$ cat config.mk
export PLATFORM = sky130hd
export DESIGN_NAME = mem_access_unit_flat
export DESIGN_NICKNAME = d
export VERILOG_FILES = /design/src/rtl/mem_access_unit_if.sv /design/src/rtl/mem_access_unit.sv /design/src/flat_wrapper.sv
export SDC_FILE = /design/constraint.sdc
export NUM_CORES = 1
export LEC_CHECK = 0
export CORE_ASPECT_RATIO = 1.1
export CORE_MARGIN = 2
export CORE_UTILIZATION = 40
export CTS_CLUSTER_SIZE = 10
export DETAILED_ROUTE_END_ITERATION = 10
export GPL_TIMING_DRIVEN = 0
export HOLD_SLACK_MARGIN = 0.08
export PLACE_DENSITY_LB_ADDON = 0.08
export SYNTH_ARGS = -nofsm -noshare
export SYNTH_HDL_FRONTEND = slang
export SYNTH_SLANG_ARGS = --single-unit
$ cat constraint.sdc
create_clock -name clk -period 1.9 [get_ports clk]
set_input_delay 0.38 -clock clk [delete_from_list [all_inputs] [get_ports clk]]
set_output_delay 0.38 -clock clk [all_outputs]
set_load 0.02 [all_outputs]
$ cat src/rtl/mem_access_unit_if.sv
// Bundles for mem_access_unit: op side (execute-stage request, one-shot response)
// and data-memory request/ack bus. Unit uses op.slave and mem.master.
interface mau_op_if;
  logic        req_valid;
  logic        req_ready;
  logic        req_we;
  logic [2:0]  req_funct3;
  logic [31:0] req_addr;
  logic [31:0] req_wdata;
  logic        rsp_valid;
  logic [31:0] rsp_data;
  logic [2:0]  rsp_load_type;
  logic        rsp_misalign;
  logic        rsp_err;

  modport master (
    output req_valid, req_we, req_funct3,
    output req_addr, req_wdata,
    input  req_ready, rsp_valid, rsp_data,
    input  rsp_load_type, rsp_misalign, rsp_err
  );

  modport slave (
    input  req_valid, req_we, req_funct3,
    input  req_addr, req_wdata,
    output req_ready, rsp_valid, rsp_data,
    output rsp_load_type, rsp_misalign, rsp_err
  );
endinterface

interface mau_mem_if;
  logic        mem_req;
  logic        mem_we;
  logic [31:0] mem_addr;
  logic [31:0] mem_wdata;
  logic [3:0]  mem_be;
  logic        mem_ack;
  logic [31:0] mem_rdata;

  modport master (
    output mem_req, mem_we, mem_addr,
    output mem_wdata, mem_be,
    input  mem_ack, mem_rdata
  );

  modport slave (
    input  mem_req, mem_we, mem_addr,
    input  mem_wdata, mem_be,
    output mem_ack, mem_rdata
  );
endinterface

$ cat src/rtl/mem_access_unit.sv
// Load/store bus sequencer: alignment check, word bus request/ack, timeout.
// Ports: clk, rst (sync, high), op (mau_op_if.slave), mem (mau_mem_if.master).
module mem_access_unit #(
  parameter int unsigned TIMEOUT_CYCLES = 255
) (
  input logic       clk,
  input logic       rst,
  mau_op_if.slave   op,
  mau_mem_if.master mem
);

  typedef enum logic [1:0] {
    S_IDLE,
    S_BUS,
    S_RESP
  } state_t;

  state_t      state;
  state_t      state_nx;
  logic [7:0]  cnt;
  logic        we_q;
  logic [2:0]  f3_q;
  logic [1:0]  off_q;
  logic        accept;
  logic        mis;
  logic        ack_hit;
  logic        tmo;
  logic [3:0]  be_nx;
  logic [31:0] wd_nx;
  logic [31:0] rd_sh;
  logic [31:0] rd_ld;

  assign op.req_ready = (state == S_IDLE);
  assign op.rsp_valid = (state == S_RESP);
  assign accept  = (state == S_IDLE) && op.req_valid;
  assign ack_hit = (state == S_BUS) && mem.mem_ack;
  assign tmo     = (state == S_BUS) && !mem.mem_ack
                && (cnt == 8'(TIMEOUT_CYCLES - 1));

  // Alignment and store lane steering
  always_comb begin
    mis   = 1'b1;
    be_nx = 4'b1111;
    wd_nx = op.req_wdata;
    unique case (1'b1)
      op.req_funct3[1:0] == 2'b00: begin
        mis   = 1'b0;
        be_nx = 4'b0001 << op.req_addr[1:0];
        wd_nx = {4{op.req_wdata[7:0]}};
      end
      op.req_funct3[1:0] == 2'b01: begin
        mis   = op.req_addr[0];
        be_nx = 4'b0011 << op.req_addr[1:0];
        wd_nx = {2{op.req_wdata[15:0]}};
      end
      op.req_funct3[1:0] == 2'b10: begin
        mis = |op.req_addr[1:0];
      end
      default: ;
    endcase
    if (!op.req_we) begin
      be_nx = 4'b1111;
      wd_nx = '0;
    end
  end

  // Shift the addressed bytes to bit 0; bytes above the access size are zeroed
  always_comb begin
    rd_sh = mem.mem_rdata >> {off_q, 3'b000};
    rd_ld = rd_sh;
    unique case (1'b1)
      f3_q[1:0] == 2'b00: rd_ld = {24'd0, rd_sh[7:0]};
      f3_q[1:0] == 2'b01: rd_ld = {16'd0, rd_sh[15:0]};
      default: ;
    endcase
  end

  always_ff @(posedge clk) begin
    if (rst) state <= S_IDLE;
    else     state <= state_nx;
  end

  always_comb begin
    state_nx = state;
    unique case (state)
      S_IDLE: if (accept) state_nx = mis ? S_RESP : S_BUS;
      S_BUS:  if (ack_hit || tmo) state_nx = S_RESP;
      S_RESP: state_nx = S_IDLE;
      default: state_nx = S_IDLE;
    endcase
  end

  always_ff @(posedge clk) begin
    if (rst) begin
      cnt               <= '0;
      we_q              <= 1'b0;
      f3_q              <= '0;
      off_q             <= '0;
      mem.mem_req       <= 1'b0;
      mem.mem_we        <= 1'b0;
      mem.mem_addr      <= '0;
      mem.mem_wdata     <= '0;
      mem.mem_be        <= '0;
      op.rsp_data       <= '0;
      op.rsp_load_type  <= '0;
      op.rsp_misalign   <= 1'b0;
      op.rsp_err        <= 1'b0;
    end else begin
      if (accept) begin
        we_q  <= op.req_we;
        f3_q  <= op.req_funct3;
        off_q <= op.req_addr[1:0];
        if (mis) begin
          op.rsp_data      <= '0;
          op.rsp_load_type <= op.req_funct3;
          op.rsp_misalign  <= 1'b1;
          op.rsp_err       <= 1'b0;
        end else begin
          cnt           <= '0;
          mem.mem_req   <= 1'b1;
          mem.mem_we    <= op.req_we;
          mem.mem_addr  <= {op.req_addr[31:2], 2'b00};
          mem.mem_wdata <= wd_nx;
          mem.mem_be    <= be_nx;
        end
      end
      if (ack_hit) begin
        cnt              <= '0;
        mem.mem_req      <= 1'b0;
        op.rsp_data      <= we_q ? '0 : rd_ld;
        op.rsp_load_type <= f3_q;
        op.rsp_misalign  <= 1'b0;
        op.rsp_err       <= 1'b0;
      end else if (tmo) begin
        cnt              <= '0;
        mem.mem_req      <= 1'b0;
        op.rsp_data      <= '0;
        op.rsp_load_type <= f3_q;
        op.rsp_misalign  <= 1'b0;
        op.rsp_err       <= 1'b1;
      end else if (state == S_BUS) begin
        cnt <= cnt + 8'd1;
      end
    end
  end

endmodule

$ cat src/flat_wrapper.sv
// flat-port wrapper written by rule: the top's interface ports become plain ports
module mem_access_unit_flat 
#(
  parameter int unsigned TIMEOUT_CYCLES = 255
)
  (clk, rst, op_req_valid, op_req_we, op_req_funct3, op_req_addr, op_req_wdata, op_req_ready, op_rsp_valid, op_rsp_data, op_rsp_load_type, op_rsp_misalign, op_rsp_err, mem_mem_req, mem_mem_we, mem_mem_addr, mem_mem_wdata, mem_mem_be, mem_mem_ack, mem_mem_rdata);
  mau_op_if op_i ();
  mau_mem_if mem_i ();
  input logic clk;
  input logic rst;
  input wire logic [$bits(op_i.req_valid)-1:0] op_req_valid;
  input wire logic [$bits(op_i.req_we)-1:0] op_req_we;
  input wire logic [$bits(op_i.req_funct3)-1:0] op_req_funct3;
  input wire logic [$bits(op_i.req_addr)-1:0] op_req_addr;
  input wire logic [$bits(op_i.req_wdata)-1:0] op_req_wdata;
  output wire logic [$bits(op_i.req_ready)-1:0] op_req_ready;
  output wire logic [$bits(op_i.rsp_valid)-1:0] op_rsp_valid;
  output wire logic [$bits(op_i.rsp_data)-1:0] op_rsp_data;
  output wire logic [$bits(op_i.rsp_load_type)-1:0] op_rsp_load_type;
  output wire logic [$bits(op_i.rsp_misalign)-1:0] op_rsp_misalign;
  output wire logic [$bits(op_i.rsp_err)-1:0] op_rsp_err;
  output wire logic [$bits(mem_i.mem_req)-1:0] mem_mem_req;
  output wire logic [$bits(mem_i.mem_we)-1:0] mem_mem_we;
  output wire logic [$bits(mem_i.mem_addr)-1:0] mem_mem_addr;
  output wire logic [$bits(mem_i.mem_wdata)-1:0] mem_mem_wdata;
  output wire logic [$bits(mem_i.mem_be)-1:0] mem_mem_be;
  input wire logic [$bits(mem_i.mem_ack)-1:0] mem_mem_ack;
  input wire logic [$bits(mem_i.mem_rdata)-1:0] mem_mem_rdata;
  assign op_i.req_valid = op_req_valid;
  assign op_i.req_we = op_req_we;
  assign op_i.req_funct3 = op_req_funct3;
  assign op_i.req_addr = op_req_addr;
  assign op_i.req_wdata = op_req_wdata;
  assign op_req_ready = op_i.req_ready;
  assign op_rsp_valid = op_i.rsp_valid;
  assign op_rsp_data = op_i.rsp_data;
  assign op_rsp_load_type = op_i.rsp_load_type;
  assign op_rsp_misalign = op_i.rsp_misalign;
  assign op_rsp_err = op_i.rsp_err;
  assign mem_mem_req = mem_i.mem_req;
  assign mem_mem_we = mem_i.mem_we;
  assign mem_mem_addr = mem_i.mem_addr;
  assign mem_mem_wdata = mem_i.mem_wdata;
  assign mem_mem_be = mem_i.mem_be;
  assign mem_i.mem_ack = mem_mem_ack;
  assign mem_i.mem_rdata = mem_mem_rdata;
  mem_access_unit #(.TIMEOUT_CYCLES(TIMEOUT_CYCLES)) u_core (.clk(clk), .rst(rst), .op(op_i), .mem(mem_i));
endmodule
==> impl_metrics.yaml, run 1 <==
outcome:
  outcome: "completed"
logic_synthesis:
  ys_types: 46
  async_flop_share: 0
  synth_area_um2: 5450
  avgSynthCellArea_um2: 8.75
  netlist.area_leader.share: 0.444
  synthTopCellsByCount: "dfxtp_1 (121), nand2_1 (109), a21oi_1 (73)"
  ys_seq_area_frac: 0.444
  ys_ff_latch: 121
  synth_edf_count: 0
  yosys_warnings: 0
  syn_inst: 623
  synth_top_area_cell: "dfxtp_1"
  ys.flop_type: "dfxtp_1"
  synthTopCellsByArea: "dfxtp_1 (44%), nand2_1 (7.5%), a21oi_1 (6.7%)"
  synthMostInstantiatedCell: "dfxtp_1"
power:
  seqPwrFrac: 0.376
  clkPwrFrac: 0.468
  p_sw_w: 0.00178
  irDropWorstVdd_v: 0.000552
  p_leak_nw: 3.00
  p_comb_frac: 0.156
  power_density_nw_per_um2: 844
  p_int_w: 0.00533
  switching_share: 0.251
floorplanning:
  die_x_um: 115
  die_area_um2: 14600
  num_rows: 44
  initial_core_util: 0.411
  dieHeight_um: 126
  coreArea_um2: 13300
  io_pins: 213
sta:
  slew_viol_final: 0
  fin_worst_skew_ps: 7.48
  finalSetupTns_ps: 0
  final-hold-violation-count: 0
  max_freq_ghz: 0.558
  worst_pin_slew_ps: 647
  fin_crit_sh: 0.943
  setup_ws_ps: 109
  setup_violations: 0
  rsz0062_at_grt: "yes"
  slew_headroom: 0.568
  fin_hold_ws_ps: 374
  fin_crit_ps: 1790
clocking:
  cts_setup_buffers: 0
  clockBufferDepth: 2
  clk_pin_slew_ps: 60
  htreeDepth: 4
  cts_tree: "yes"
  clock-root-buffer: "clkbuf_16"
  cts_hold_buffers: 0
  cts_inserted_buffers: 17
  clk_latency_ps: 420
  clock_sinks: 121
worst_setup_path:
  end_kind: "output port"
  crit_required_ps: 1520
  crit_type: "reg -> out"
  reg2reg_to: "u_core.cnt[5]"
  start_kind: "register"
  critical_path.max_fanout: 7
  r2r_start: "u_core.cnt[0]"
  cp-startpoint: "u_core.state[1]"
  r2r_slack_ps: 120
  r2r_cells: 7
  critPathArrivalTime_ps: 1410
  crit_path_end: "op_rsp_valid"
place:
  gp_congestion: 0.849
  dp_hpwl_um: 13400
  placed_cells: 1016
  place_ws_ps: -416
  io_buffers: 208
cells_and_area:
  diodes: 0
  layout.cells.non_filler: 1048
  nNetsFinal: 957
  area_growth_pct: 54.6
  fill_cells: 1129
  layout-drive-gt1-share: 0.124
routing:
  wl_per_cell_um: 16.9
  firstDrtPassIters: 5
  via_count: 5492
  drt_iter0_drc: 287
  ant_nets: 0
  drcViolationCount: 0
  drt-total-wl_um: 17700
  vias_per_cell: 5.24
global_routing:
  grt_pass1_vias: 5447
  grt_pass1_wl_um: 27900
  grtUsageTotal: 0.244
  antenna_found_initial: 0
  grt_max_degree: 17
  overflow: 0
run:
  drv_cap: 0
hold_path:
  worstHoldPathType: "in -> reg"
[logic make-up (layout without fill, tap and decap cells)]
kind of cell | after synthesis | count (layout) | synth area share
AO/OA/AOI/OAI | 193 | 193 | 0.230
AND/OR/NAND/NOR | 190 | 190 | 0.147
adder cells (fa/ha/maj) | 2 | 2 | 0.00459
XOR/XNOR | 1 | 1 | 0.00161
flip-flops | 121 | 121 | 0.444
multiplexers | 55 | 55 | 0.107
buffers and inverters | 60 | 300 | 0.0647
other | 1 | 2 | 0.000688
[placed cells by master (no fill, tap or decap), types with 5 or more instances in the layout]
master,count
nor2_1,53
dfxtp_1,121
a21oi_1,72
a211oi_1,5
o211ai_1,42
buf_4,8
a22oi_1,32
clkdlybuf4s50_1,206
mux2i_1,30
buf_2,13
mux2_2,25
buf_6,7
o21ai_0,13
clkbuf_1,18
o2bb2ai_1,8
clkbuf_2,7
clkbuf_16,17
nand2_1,109
[power groups by stage]
| stage | Sequential, W | Clock (W) | Combinational (W) |
|---|---|---|---|
| floorplan | 0.00281 | 0 | 0.000478 |
| global placement | 0.00273 | 0 | 0.00109 |
| detailed placement | 0.00273 | 0 | 0.00109 |
| CTS | 0.00268 | 0.00337 | 0.00110 |
| global route | 0.00269 | 0.00347 | 0.00119 |
| finish | 0.00268 | 0.00333 | 0.00111 |
[layer usage]
metal  share of wire  GRT usage  up-vias
met3           0.081     0.0884       31
li1                -          -     2682
met5               0          0        -
met2            0.47      0.401      226
met1            0.42      0.294     2553
met4           0.026     0.0829        0
[layout make-up]
| type | instances | area [µm²] | share of cell area |
|---|---|---|---|
| Tap cell | 184 | 230 | 0.0273 |
| Sequential cell | 121 | 2420 | 0.287 |
| Clock inverter | 11 | 145 | 0.0172 |
| Inverter | 2 | 7.51 | 0.000891 |
| Timing Repair Buffer | 208 | 2080 | 0.247 |
| Buffer | 58 | 363 | 0.0431 |
| Multi-Input combinational cell | 443 | 2710 | 0.321 |
| Clock buffer | 21 | 470 | 0.0558 |
[worst max-delay path, stage by stage, from the launching register on]
cell	delay, ps
dfxtp_1	430
nor2b_1	210
dlygate4sd2_1	360
[flip-flops by register name, indices dropped and copies added (netlist names)]
name / flops
u_core.state: 2
u_core.cnt: 8
u_core.mem.mem_we: 1
u_core.op.rsp_data: 32
u_core.f3_q: 3
u_core.mem.mem_wdata: 32
u_core.mem.mem_req: 1
u_core.op.rsp_load_type: 3
u_core.mem.mem_addr: 30
u_core.op.rsp_misalign: 1
u_core.off_q: 2
u_core.mem.mem_be: 4
u_core.we_q: 1
u_core.op.rsp_err: 1
[worst min path at each step]
stage,start,to,slack [ps],depth (start not counted)
after global placement,u_core.mem.mem_addr[21],u_core.mem.mem_addr[21],440,2
after global routing,op_req_addr[0],u_core.off_q[0],380,3
after CTS,op_req_addr[0],u_core.off_q[0],350,3
after detailed placement,u_core.mem.mem_addr[20],u_core.mem.mem_addr[20],450,2
after floorplan,u_core.we_q,u_core.we_q,450,2
final,op_req_addr[0],u_core.off_q[0],370,3
[repair_timing]
action | CTS | global route
cloned | 0 | 0
gates resized for setup | 2 | 24
endpoints found under the hold margin | 0 | 0
endpoints found under the setup margin | 31 | 87
[metrics by stage]
stage                     area (µm²)  utilization  power [W]
after floorplan                 5450            -    0.00329
after global placement          7770        0.585    0.00381
after detailed placement        7770        0.585    0.00382
after CTS                       8380        0.632    0.00714
after global routing            8430        0.635    0.00735
final                           8430        0.635    0.00711
No activity file was read; power rests on OpenSTA's default activity.
==> run 2: changes to the inputs <==
Settings changed: CAP_MARGIN set to 20, CORE_UTILIZATION 40 to 44.
==> run 2 against run 1 <==
Net effect: non-clock buffer count is the same; maximum frequency shrank 0.19%; largest power group unchanged; clock power grew 4%; utilization grew 6.1 points; hold slack gained 17 ps; critical path depth grew 6; total power grew 2.1%; worst setup slack lost 3.4 ps; final area shrank 0.16%; die area shrank 8.8%.
==> impl_metrics.yaml, run 2 (synthesis gave the netlist of run 1 again) <==
power:
  p_leak_nw: 3.01
  power_density_nw_per_um2: 863
  p_total_w: 0.00726
  irDropWorstVdd_v: 0.000579
worst_setup_path:
  crit_type: "in -> reg"
  r2r_start: "u_core.cnt[0]"
  critical_path.max_fanout: 10
  start_kind: "primary input"
  critPathArrivalTime_ps: 2130
  cp-startpoint: "op_req_valid"
  crit_required_ps: 2240
  end_kind: "register"
hold_path:
  worstHoldPathType: "in -> reg"
  worstHoldStart: "op_req_addr[0]"
cells_and_area:
  register_area_um2: 2420
  layout-drive-gt1-share: 0.121
  mostFrequentLayoutCells: "clkdlybuf4s50_1 (206), dfxtp_1 (121), nand2_1 (109)"
  area_growth_pct: 54.3
  final_common_cell: "clkdlybuf4s50_1"
  diodes: 0
  largest_registers: "u_core.mem.mem_wdata (32), u_core.op.rsp_data (32), u_core.mem.mem_addr (30)"
  fill_cells: 997
  layout.cells.non_filler: 1014
  multi_input_area_um2: 2720
  nNetsFinal: 957
  design_area_um2: 8410
place:
  gp_congestion: 0.878
  placed_area_um2: 7730
  place_ws_ps: -494
  dp_hpwl_um: 13300
  io_buffers: 208
  placed_cells: 986
clocking:
  clockBufferDepth: 2
  htreeDepth: 4
  clk_pin_slew_ps: 50
  clk_latency_ps: 410
  cts_inserted_buffers: 17
  clock_sinks: 121
  cts_tree: "yes"
  cts_hold_buffers: 0
  clock-root-buffer: "clkbuf_16"
sta:
  setup_violations: 0
  slew_viol_final: 0
  setup_ws_ps: 105
  slew_headroom: 0.581
  final-hold-violation-count: 0
  rsz0062_at_grt: "yes"
  fin_crit_ps: 1790
  worst_pin_slew_ps: 629
  fin_worst_skew_ps: 6.74
  fin_crit_sh: 0.945
  finalSetupTns_ps: 0
  max_freq_ghz: 0.557
routing:
  firstDrtPassIters: 5
  drt-total-wl_um: 17600
  ant_nets: 0
  via_count: 5578
  vias_per_cell: 5.50
  drcViolationCount: 0
  wl_per_cell_um: 17.4
  drt_iter0_drc: 279
run:
  drv_cap: 0
floorplanning:
  initial_core_util: 0.451
  dieHeight_um: 121
  coreArea_um2: 12100
  die_x_um: 110
  io_pins: 213
  die_area_um2: 13300
  num_rows: 42
global_routing:
  antenna_found_initial: 0
  overflow: 0
  grt_pass1_vias: 5612
  grt_max_degree: 17
  grtUsageTotal: 0.267
  grt_pass1_wl_um: 27500
outcome:
  outcome: "completed"
[run 2: critical path, cell delays in order]
cell,delay (ps)
clkdlybuf4s50_1,530
nor3b_4,300
buf_6,210
and3_1,200
buf_6,170
buf_8,150
nand2_1,60
a21oi_1,120
[run 2: layout make-up]
cell class / instances / area share
inverters: 2 / 0.000892
multi-input cells: 443 / 0.324
plain buffers: 58 / 0.0428
repair buffers: 208 / 0.247
clock inverters: 8 / 0.0204
flip-flops and latches: 121 / 0.288
well taps: 154 / 0.0229
clock buffers: 20 / 0.0543
[run 2: repair_timing]
action,4_1_cts,5_1_grt
setup endpoints to repair,55,72
resized for setup,7,19
setup buffers,0,0
[run 2: worst paths after layout]
| kind | cells after the start | end | slack [ps] |
|---|---|---|---|
| max | 8 | u_core.mem.mem_addr[26] | 110 |
| min | 3 | u_core.mem.mem_be[1] | 390 |
| max reg2reg | 7 | u_core.cnt[2] | 110 |
| min reg2reg | 2 | u_core.mem.mem_addr[20] | 450 |
[run 2: stage by stage]
step | util | hold slack (ps)
finish | 0.696 | 390
detailed placement | 0.639 | 449
CTS | 0.692 | 374
global route | 0.696 | 430
floorplan | - | 452
global placement | 0.639 | 441
[run 2: power by group]
part           leakage, nW  internal, W  total [W]  switching [W]
combinational         1.73     0.000542    0.00111       0.000568
clock                0.304      0.00236    0.00347        0.00110
sequential           0.981      0.00263    0.00268      0.0000530
total                 3.01      0.00553    0.00726        0.00172
[run 2: per-layer routing]
layer | wire length [µm] | vias up | global-route usage
li1 | - | 2679 | -
met5 | 0 | - | 0
met4 | 350 | 0 | 0.0938
met1 | 7090 | 2640 | 0.317
met2 | 8640 | 228 | 0.446
met3 | 1550 | 31 | 0.0879
